--- src/rtl/mux_stim_gen.sv ---
// Seedable LFSR stimulus source for the 4:1 mux; emits NUM_TXN samples over valid/ready.
// Optional golden mux result output exp_out when MUX_STIM_GEN_REF_EN is defined.
module mux_stim_gen #(
  parameter int unsigned NUM_TXN = 20,
  parameter int unsigned DW      = 2,
  parameter logic [31:0] SEED    = 32'h0000_0321
) (
  input  logic          clk,
  input  logic          rst_n,
  input  logic          start,
  input  logic          ready,
  output logic          valid,
  output logic [DW-1:0] a,
  output logic [DW-1:0] b,
  output logic [DW-1:0] c,
  output logic [DW-1:0] d,
  output logic [1:0]    sel,
  output logic [15:0]   txn_cnt,
  output logic          busy,
`ifdef MUX_STIM_GEN_REF_EN
  output logic [DW-1:0] exp_out,
`endif
  output logic          done
);

  localparam int unsigned FW        = 4 * DW + 2;
  localparam logic [31:0] MASK      = 32'h8020_0003;
  localparam logic [31:0] LFSR_INIT = (SEED == 32'd0) ? 32'd1 : SEED;
  localparam logic [15:0] LAST      = 16'(NUM_TXN);

  typedef enum logic [1:0] {IDLE, RUN, DONE} state_t;

  state_t        state;
  logic [31:0]   lfsr;
  logic [31:0]   lfsr_nxt;
  logic [FW-1:0] fld;
  logic [15:0]   cnt_inc;
  logic          accept;

  // Galois step, and the field source: current state on start, stepped state on accept
  always_comb begin
    lfsr_nxt = lfsr[0] ? ((lfsr >> 1) ^ MASK) : (lfsr >> 1);
    accept   = (state == RUN) & valid & ready;
    fld      = (state == RUN) ? lfsr_nxt[FW-1:0] : lfsr[FW-1:0];
    cnt_inc  = txn_cnt + 16'd1;
  end

`ifdef MUX_STIM_GEN_REF_EN
  logic [DW-1:0] exp_c;

  always_comb begin
    exp_c = fld[DW-1:0];
    case (fld[FW-1 -: 2])
      2'd0:    exp_c = fld[DW-1:0];
      2'd1:    exp_c = fld[2*DW-1 -: DW];
      2'd2:    exp_c = fld[3*DW-1 -: DW];
      default: exp_c = fld[4*DW-1 -: DW];
    endcase
  end
`endif

  always_ff @(posedge clk or negedge rst_n) begin
    if (!rst_n) begin
      state   <= IDLE;
      lfsr    <= LFSR_INIT;
      valid   <= 1'b0;
      a       <= '0;
      b       <= '0;
      c       <= '0;
      d       <= '0;
      sel     <= '0;
      txn_cnt <= '0;
      busy    <= 1'b0;
      done    <= 1'b0;
`ifdef MUX_STIM_GEN_REF_EN
      exp_out <= '0;
`endif
    end else begin
      case (state)
        IDLE, DONE: begin
          if (start) begin
            txn_cnt             <= '0;
            {sel, d, c, b, a}   <= fld;
`ifdef MUX_STIM_GEN_REF_EN
            exp_out             <= exp_c;
`endif
            valid               <= 1'b1;
            busy                <= 1'b1;
            done                <= 1'b0;
            state               <= RUN;
          end
        end
        RUN: begin
          // start is deliberately ignored here, even on the final accept
          if (accept) begin
            lfsr    <= lfsr_nxt;
            txn_cnt <= cnt_inc;
            if (cnt_inc == LAST) begin
              valid <= 1'b0;
              busy  <= 1'b0;
              done  <= 1'b1;
              state <= DONE;
            end else begin
              {sel, d, c, b, a} <= fld;
`ifdef MUX_STIM_GEN_REF_EN
              exp_out           <= exp_c;
`endif
            end
          end
        end
        default: state <= IDLE;
      endcase
    end
  end

endmodule

--- config.mk ---
export PLATFORM = sky130hd
export DESIGN_NAME = mux_stim_gen
export DESIGN_NICKNAME = d
export VERILOG_FILES = /design/src/rtl/mux_stim_gen.sv
export SDC_FILE = /design/constraint.sdc
export NUM_CORES = 1
export LEC_CHECK = 0
export CAP_MARGIN = 10
export CORE_MARGIN = 1
export CORE_UTILIZATION = 50
export CTS_BUF_LIST = sky130_fd_sc_hd__clkbuf_8
export DETAILED_ROUTE_END_ITERATION = 6
export GPL_TIMING_DRIVEN = 0
export HOLD_SLACK_MARGIN = 0.08
export PLACE_DENSITY = 0.76
export SYNTH_ARGS = -nofsm -noshare
export SYNTH_HDL_FRONTEND = slang
export SYNTH_SLANG_ARGS = --single-unit
--- constraint.sdc ---
create_clock -name clk -period 4.11 [get_ports clk]
set_input_delay 0.822 -clock clk [delete_from_list [all_inputs] [get_ports clk]]
set_output_delay 0.822 -clock clk [all_outputs]
set_load 0.03 [all_outputs]
==> results.txt, run 1 <==
Critical Path AT: 2.88 ns
Synth area leader: dfrtp_1
Peak supply drop: 287 uV
Worst path bufs/invs: 1
Antenna Nets Post-Route: 0
ANT cells: 0
Number of flops mapped to enable cells by yosys: 0
Die Ht: 80.5 um
Crit-path cells: clkdlybuf4s50_1, nor2b_1, nor2_1, nor2_1, o211ai_1, o221ai_1
Slowest stage delay, CP: 0.59 ns
Synth Net Count: 343
Synth Instances: 338
Final setup margin: 1.47 ns
I/O pin cnt: 33
Min-Delay Path Class: primary input to asynchronous set/reset pin
Placed Cells: 446
DRT Pass-1 Iters: 4
Syn_area_per_cell: 9.11 um2
Layout area overhead: 21.7%
Synth warnings: 0
CP Max Fanout: 10
Vias: 2588
Slowest CP cell: nor2_1
Setup bufs post-CTS: 0
Gr usage total: 23.4%
Global-route wire length before repair: 11.3 mm
Worst clock skew: 0.00767 ns
Core area: 5920 um2
Largest net degree at the start of global routing: 43
Clk_lat worst skew: 0.34 ns
Most frequent CP cell: nor2_1
Largest cells by area after synthesis: dfrtp_1 47%, nand2_1 15%, o21ai_0 4.1%
CTS Hold Bufs: 0
Port bufs: 32
R2R cell count: 7
Family with the most delay on the worst path: simple AND/OR/NAND/NOR gates
Worst hold slack: 0.450 ns
Critical path class: primary input to register
TritonCTS Buffers: 9
Post-synth cell types: 48
Multi-input gate area: 1390 um2
Max_slew headroom: 52.9%
Register area: 1560 um2
Max-Cap Viols: 0
FILL cells: 486
RePlAce Congestion: 0.880
Reg2reg end: b[0]$_DFFE_PN0P_
Root Driver: clkbuf_8
Max Root-Sink Buffers: 2
Period utilisation layout: 64.1%
Ys flop type: dfrtp_1
Final setup vio count: 0
Status: finished, final reports clean
Total gr overflow: 0
Peak Freq: 379 MHz
Initial DRC count: 229
Worst r2r src: txn_cnt[0]$_DFFE_PN0P_
Worst path required time: 4.35 ns
Post_cts resized: 0
Non-Filler Instances: 462
Ys async rst share: 100%
CTS tree: built
Synth top cells by count: 126 x nand2_1, 58 x dfrtp_1, 25 x o21ai_0
Nets: 387
Setup crit end kind: register
Finished Core Util: 63.3%
Leakage: 1.75 nW
RSZ-0062 raised after global routing: no
Fin. max-slew vios: 0
Clock transition at path regs: 0.07 ns
Post-route cell area: 3740 um2
Final min period: 2.64 ns
Worst setup SP type: primary input
H-tree Lvls: 3
Sequential share of the synthesized area: 50.6%
TNS Setup: 0 ns
Share of layout cells above drive strength 1: 10.3%
Drt drc: 0
Number of global-route vias before repair: 2314
DP Wirelength: 4.52 mm
Pwr Total: 1.73 mW
Post-DP Area: 3510 um2
Standard-cell rows: 28
Slew at the pin with the worst max-slew slack: 0.704 ns
Worst slack, placed: 1.11 ns
R2R Setup Slk: 1.49 ns
Initial antenna violation count: 0
Die Width: 80.5 um
Top cell type's share of synthesized area: 47.2%
Routed wire length: 6.70 mm
Clk sink count: 62
Post-synthesis instance area: 3080 um2
Die area: 6470 um2
Vias per inst: 5.60
Routed WL per cell: 14.5 um
Most common cell in the netlist: nand2_1
Starting Density: 52.0%
Fin. Hold Viols: 0
Pwr Density: 463 nW/um2
Yosys reg bits: 62
## cells by family (layout without fill, tap and decap cells)
family	count (synthesis)	in the layout	synth area share (%)
AOI/OAI and AO/OA	58	58	13.5
xor gates and xnor gates	5	5	1.42
adders and majority gates	1	1	0.406
buffers and inverters	23	72	4.15
DFF	62	62	50.6
muxes	9	9	2.93
and+or+nand+nor	180	180	27.0
## worst max path at each step
stage	start	endpoint	slack, ns	cells past startpoint
6_report	start	a[1]$_DFFE_PN0P_	1.47	6
5_1_grt	start	a[1]$_DFFE_PN0P_	1.32	6
4_1_cts	start	a[1]$_DFFE_PN0P_	1.46	6
3_5_place_dp	start	a[1]$_DFFE_PN0P_	1.11	6
3_3_place_gp	rst_n	c[0]$_DFFE_PN0P_	0.31	1
2_1_floorplan	txn_cnt[0]$_DFFE_PN0P_	a[0]$_DFFE_PN0P_	1.66	7
## sequential cells by signal (all words and copies together), names as in the netlist, 2 cells and up
name     flops
sel          2
a            2
c            2
d            2
state        2
lfsr        32
txn_cnt     16
b            2
## worst register-to-register path, cell delays in order (launching register included)
cell       delay, ns
dfrtp_1         0.48
ha_1            0.27
nand3_4         0.15
nor4_4          0.49
nand2_2         0.10
a2111oi_2       0.41
a31oi_2         0.28
o221a_1         0.33
## final cells by class
type | instances | area share (%)
timing repair buffer | 33 | 8.95
clock buffer | 9 | 3.31
multi-input combinational | 253 | 37.2
inverter | 3 | 0.301
sequential | 62 | 41.6
tap | 75 | 2.51
clock inverter | 7 | 3.04
buffer | 20 | 3.11
## cells in the final DEF, fill, tap and decap left out, types with 2 or more instances in the layout
cell and n:
mux2i_1 9, dfrtp_1 58, nand4_1 8, nor2_1 9, nor4_1 2, or2b_1 9
clkbuf_1 11, clkbuf_8 9, nand3_1 5, a21oi_1 5, clkinvlp_4 2, xnor2_1 3
inv_1 4, nor4b_1 2, xor2_1 2, o211ai_1 3, or2_2 2, buf_6 3
a21o_1 2, clkdlybuf4s50_1 31, o21ai_0 25, dfstp_2 4, and3_1 2, o221a_1 9
nor3_1 5, bufinv_16 3, nand2_1 126, buf_4 3, a31oi_1 3, o31ai_1 3
## per-layer routing
| metal | up-vias | share of wire [%] | global-route usage, % |
|---|---|---|---|
| met5 | - | 0 | 0 |
| met4 | 0 | 1.5 | 9.82 |
| met3 | 10 | 5.1 | 3.52 |
| met2 | 80 | 48 | 35.5 |
| met1 | 1254 | 45 | 33.3 |
| li1 | 1244 | - | - |
## power by group
group	total, mW	switching (mW)	internal, mW
combinational	0.385	0.238	0.147
sequential	0.705	0.0504	0.655
clock	0.643	0.244	0.399
Note: power is estimated with default switching activity, not from simulation.
==> run 2: changes to the inputs <==
--- a/config.mk
+++ b/config.mk
@@ -12,7 +12,7 @@
 export DETAILED_ROUTE_END_ITERATION = 6
 export GPL_TIMING_DRIVEN = 0
 export HOLD_SLACK_MARGIN = 0.08
-export PLACE_DENSITY = 0.76
+export PLACE_DENSITY = 0.79
 export SYNTH_ARGS = -nofsm -noshare
 export SYNTH_HDL_FRONTEND = slang
 export SYNTH_SLANG_ARGS = --single-unit
==> constraint.sdc (replaced) <==
create_clock -name clk -period 2.3 [get_ports clk]
set_input_delay 0.46 -clock clk [delete_from_list [all_inputs] [get_ports clk]]
set_output_delay 0.46 -clock clk [all_outputs]
set_load 0.03 [all_outputs]
==> run 2 against run 1 <==
Compared with the run above: highest routed layer unchanged; largest power group unchanged; register-to-register slack got worse by 1.4 ns; first-iteration DRC count decreased by 3.9%; sequential share of layout area shrank 1.0 points; critical endpoint is now d[0]$_DFFE_PN0P_.
==> results.txt, run 2 (same netlist as run 1, synthesis figures left out) <==
Commonest non-fill, non-tap cell in the layout: nand2_1
Critical Path AT: 2.48 ns (-0.40 ns)
Worst setup SP type: register
Worst clock skew: 0.00428 ns (-0.00339 ns)
Vias: 2667 (+3.1%)
Most flops, register: lfsr
Layout area overhead: 25.0%
Routed wire length: 7.06 mm (+5.4%)
Worst path required time: 2.57 ns (-1.78 ns)
DRT Pass-1 Iters: 5 (+1)
Peak Freq: 454 MHz
Die Width: 80.5 um (unchanged)
Slowest stage delay, CP: 0.52 ns (-0.07 ns)
Min-Delay Path Class: primary input to asynchronous set/reset pin
Family with the most delay on the worst path: compound AO/OA/AOI/OAI gates
Placed Cells: 446 (unchanged)
Final min period: 2.20 ns
Standard-cell rows: 28 (unchanged)
Vias per inst: 5.69 (+1.5%)
DP Wirelength: 4.69 mm (+3.7%)
Leakage: 1.82 nW (+3.8%)
Root Driver: clkbuf_8
Non-Filler Instances: 469 (+1.5%)
Final setup margin: 0.0961 ns (-1.38 ns)
Die Ht: 80.5 um (unchanged)
RePlAce Congestion: 0.864 (-1.8%)
Worst r2r src: txn_cnt[3]$_DFFE_PN0P_
Status: finished, final reports clean
Max Root-Sink Buffers: 2 (unchanged)
Nets: 394 (+1.8%)
Post-DP Area: 3510 um2 (+0.11%)
H-tree Lvls: 3 (unchanged)
Crit-path cells: nand4_1, buf_4, nor4_4, a2bb2oi_2, a2111oi_4, buf_4, a31oi_4, o221a_1
Number of global-route vias before repair: 2556 (+10%)
Clk sink count: 62 (unchanged)
ANT cells: 0 (unchanged)
Drt drc: 0 (unchanged)
Routed WL per cell: 15.0 um (+3.8%)
Clock transition at path regs: 0.07 ns (about the same)
Port bufs: 32 (unchanged)
CTS tree: built
Setup crit end kind: register
Period utilisation layout: 95.8%
Initial DRC count: 220 (-3.9%)
Commonest non-fill, non-tap cells in the layout: 126 x nand2_1, 55 x dfrtp_1, 31 x clkdlybuf4s50_1
Post-route cell area: 3850 um2 (+2.7%)
Antenna Nets Post-Route: 0 (unchanged)
I/O pin cnt: 33 (unchanged)
Setup crit start: txn_cnt[3]$_DFFE_PN0P_
Fin. max-slew vios: 0 (unchanged)
Worst path bufs/invs: 2 (+1)
Total gr overflow: 0 (unchanged)
Max-Cap Viols: 0 (unchanged)
Worst slack, placed: -0.312 ns (-1.42 ns)
Top flop regs: lfsr x32, txn_cnt x16
Critical path class: register to register
Clk_lat worst skew: 0.34 ns (about the same)
CP Max Fanout: 8 (-2)
Largest net degree at the start of global routing: 43 (unchanged)
Max_slew headroom: 57.2% (+4.3 points)
Pwr Density: 763 nW/um2 (+65%)
Most frequent CP cell: buf_4
Peak supply drop: 446 uV (+55%)
Slew at the pin with the worst max-slew slack: 0.641 ns (-0.0626 ns)
Slowest CP cell: dfrtp_1
Multi-input gate area: 1490 um2 (+7.2%)
Fin. Hold Viols: 0 (unchanged)
FILL cells: 480 (-1.2%)
Core area: 5920 um2 (unchanged)
Initial antenna violation count: 0 (unchanged)
Register area: 1560 um2 (+0.24%)
Share of layout cells above drive strength 1: 15.0% (+4.6 points)
Largest register FFs: 32 (unchanged)
Starting Density: 52.0% (unchanged)
Die area: 6470 um2 (unchanged)
TritonCTS Buffers: 9 (unchanged)
Finished Core Util: 65.0% (+1.7 points)
Final setup vio count: 0 (unchanged)
Global-route wire length before repair: 11.8 mm (+4.2%)
Worst hold slack: 0.0774 ns (-0.372 ns)
Gr usage total: 24.4% (+1.0 points)
==> run 2: cell type report <==
cell class / count / share of cell area [%]
Buffer: 19 / 2.80
Clock buffer: 10 / 3.58
Clock inverter: 6 / 1.43
Inverter: 3 / 0.293
Multi-Input combinational cell: 254 / 38.8
Sequential cell: 62 / 40.6
Tap cell: 75 / 2.44
Timing Repair Buffer: 40 / 10.1
==> run 2: routing by layer <==
metal | global-route usage, % | vias to the layer above | part of all wire (%)
li1 | - | 1262 | -
met3 | 4.55 | 19 | 4.6
met2 | 40.2 | 75 | 49
met4 | 14.8 | 0 | 3.1
met5 | 0 | - | 0
met1 | 29.6 | 1311 | 43
==> run 2: worst paths after layout <==
kind,endpoint,slack (ns),cells after the start
max,d[0]$_DFFE_PN0P_,0.1,8
min,b[0]$_DFFE_PN0P_,0.08,1
max reg2reg,d[0]$_DFFE_PN0P_,0.1,8
min reg2reg,lfsr[10]$_DFFE_PN0P_,0.47,2
max in group asynchronous,lfsr[9]$_DFFE_PN1P_,1.59,2
min in group clk,lfsr[10]$_DFFE_PN0P_,0.47,2
==> run 2: per-stage QoR <==
step / setup TNS (ns) / total power, mW
5_1_grt: -0.00902 / 3.07
3_5_place_dp: -3.64 / 1.97
3_3_place_gp: -70.80 / 1.95
2_1_floorplan: 0 / 1.69
6_report: 0 / 2.93
4_1_cts: 0 / 2.92
==> run 2: where the power goes <==
group	switching (mW)	total (mW)	internal, mW	leakage (nW)
sequential	0.0863	1.26	1.17	0.821
clock	0.413	0.931	0.518	0.105
combinational	0.454	0.743	0.289	0.890
total	0.953	2.93	1.98	1.82
==> run 2: repair_timing <==
item | CTS | global route
gates cloned | 1 | 0
setup endpoints to repair | 14 | 15
setup buffers | 3 | 4
hold buffers | 0 | 0
resized for setup | 9 | 10
hold endpoints to repair | 0 | 0
pin swaps | 3 | 3
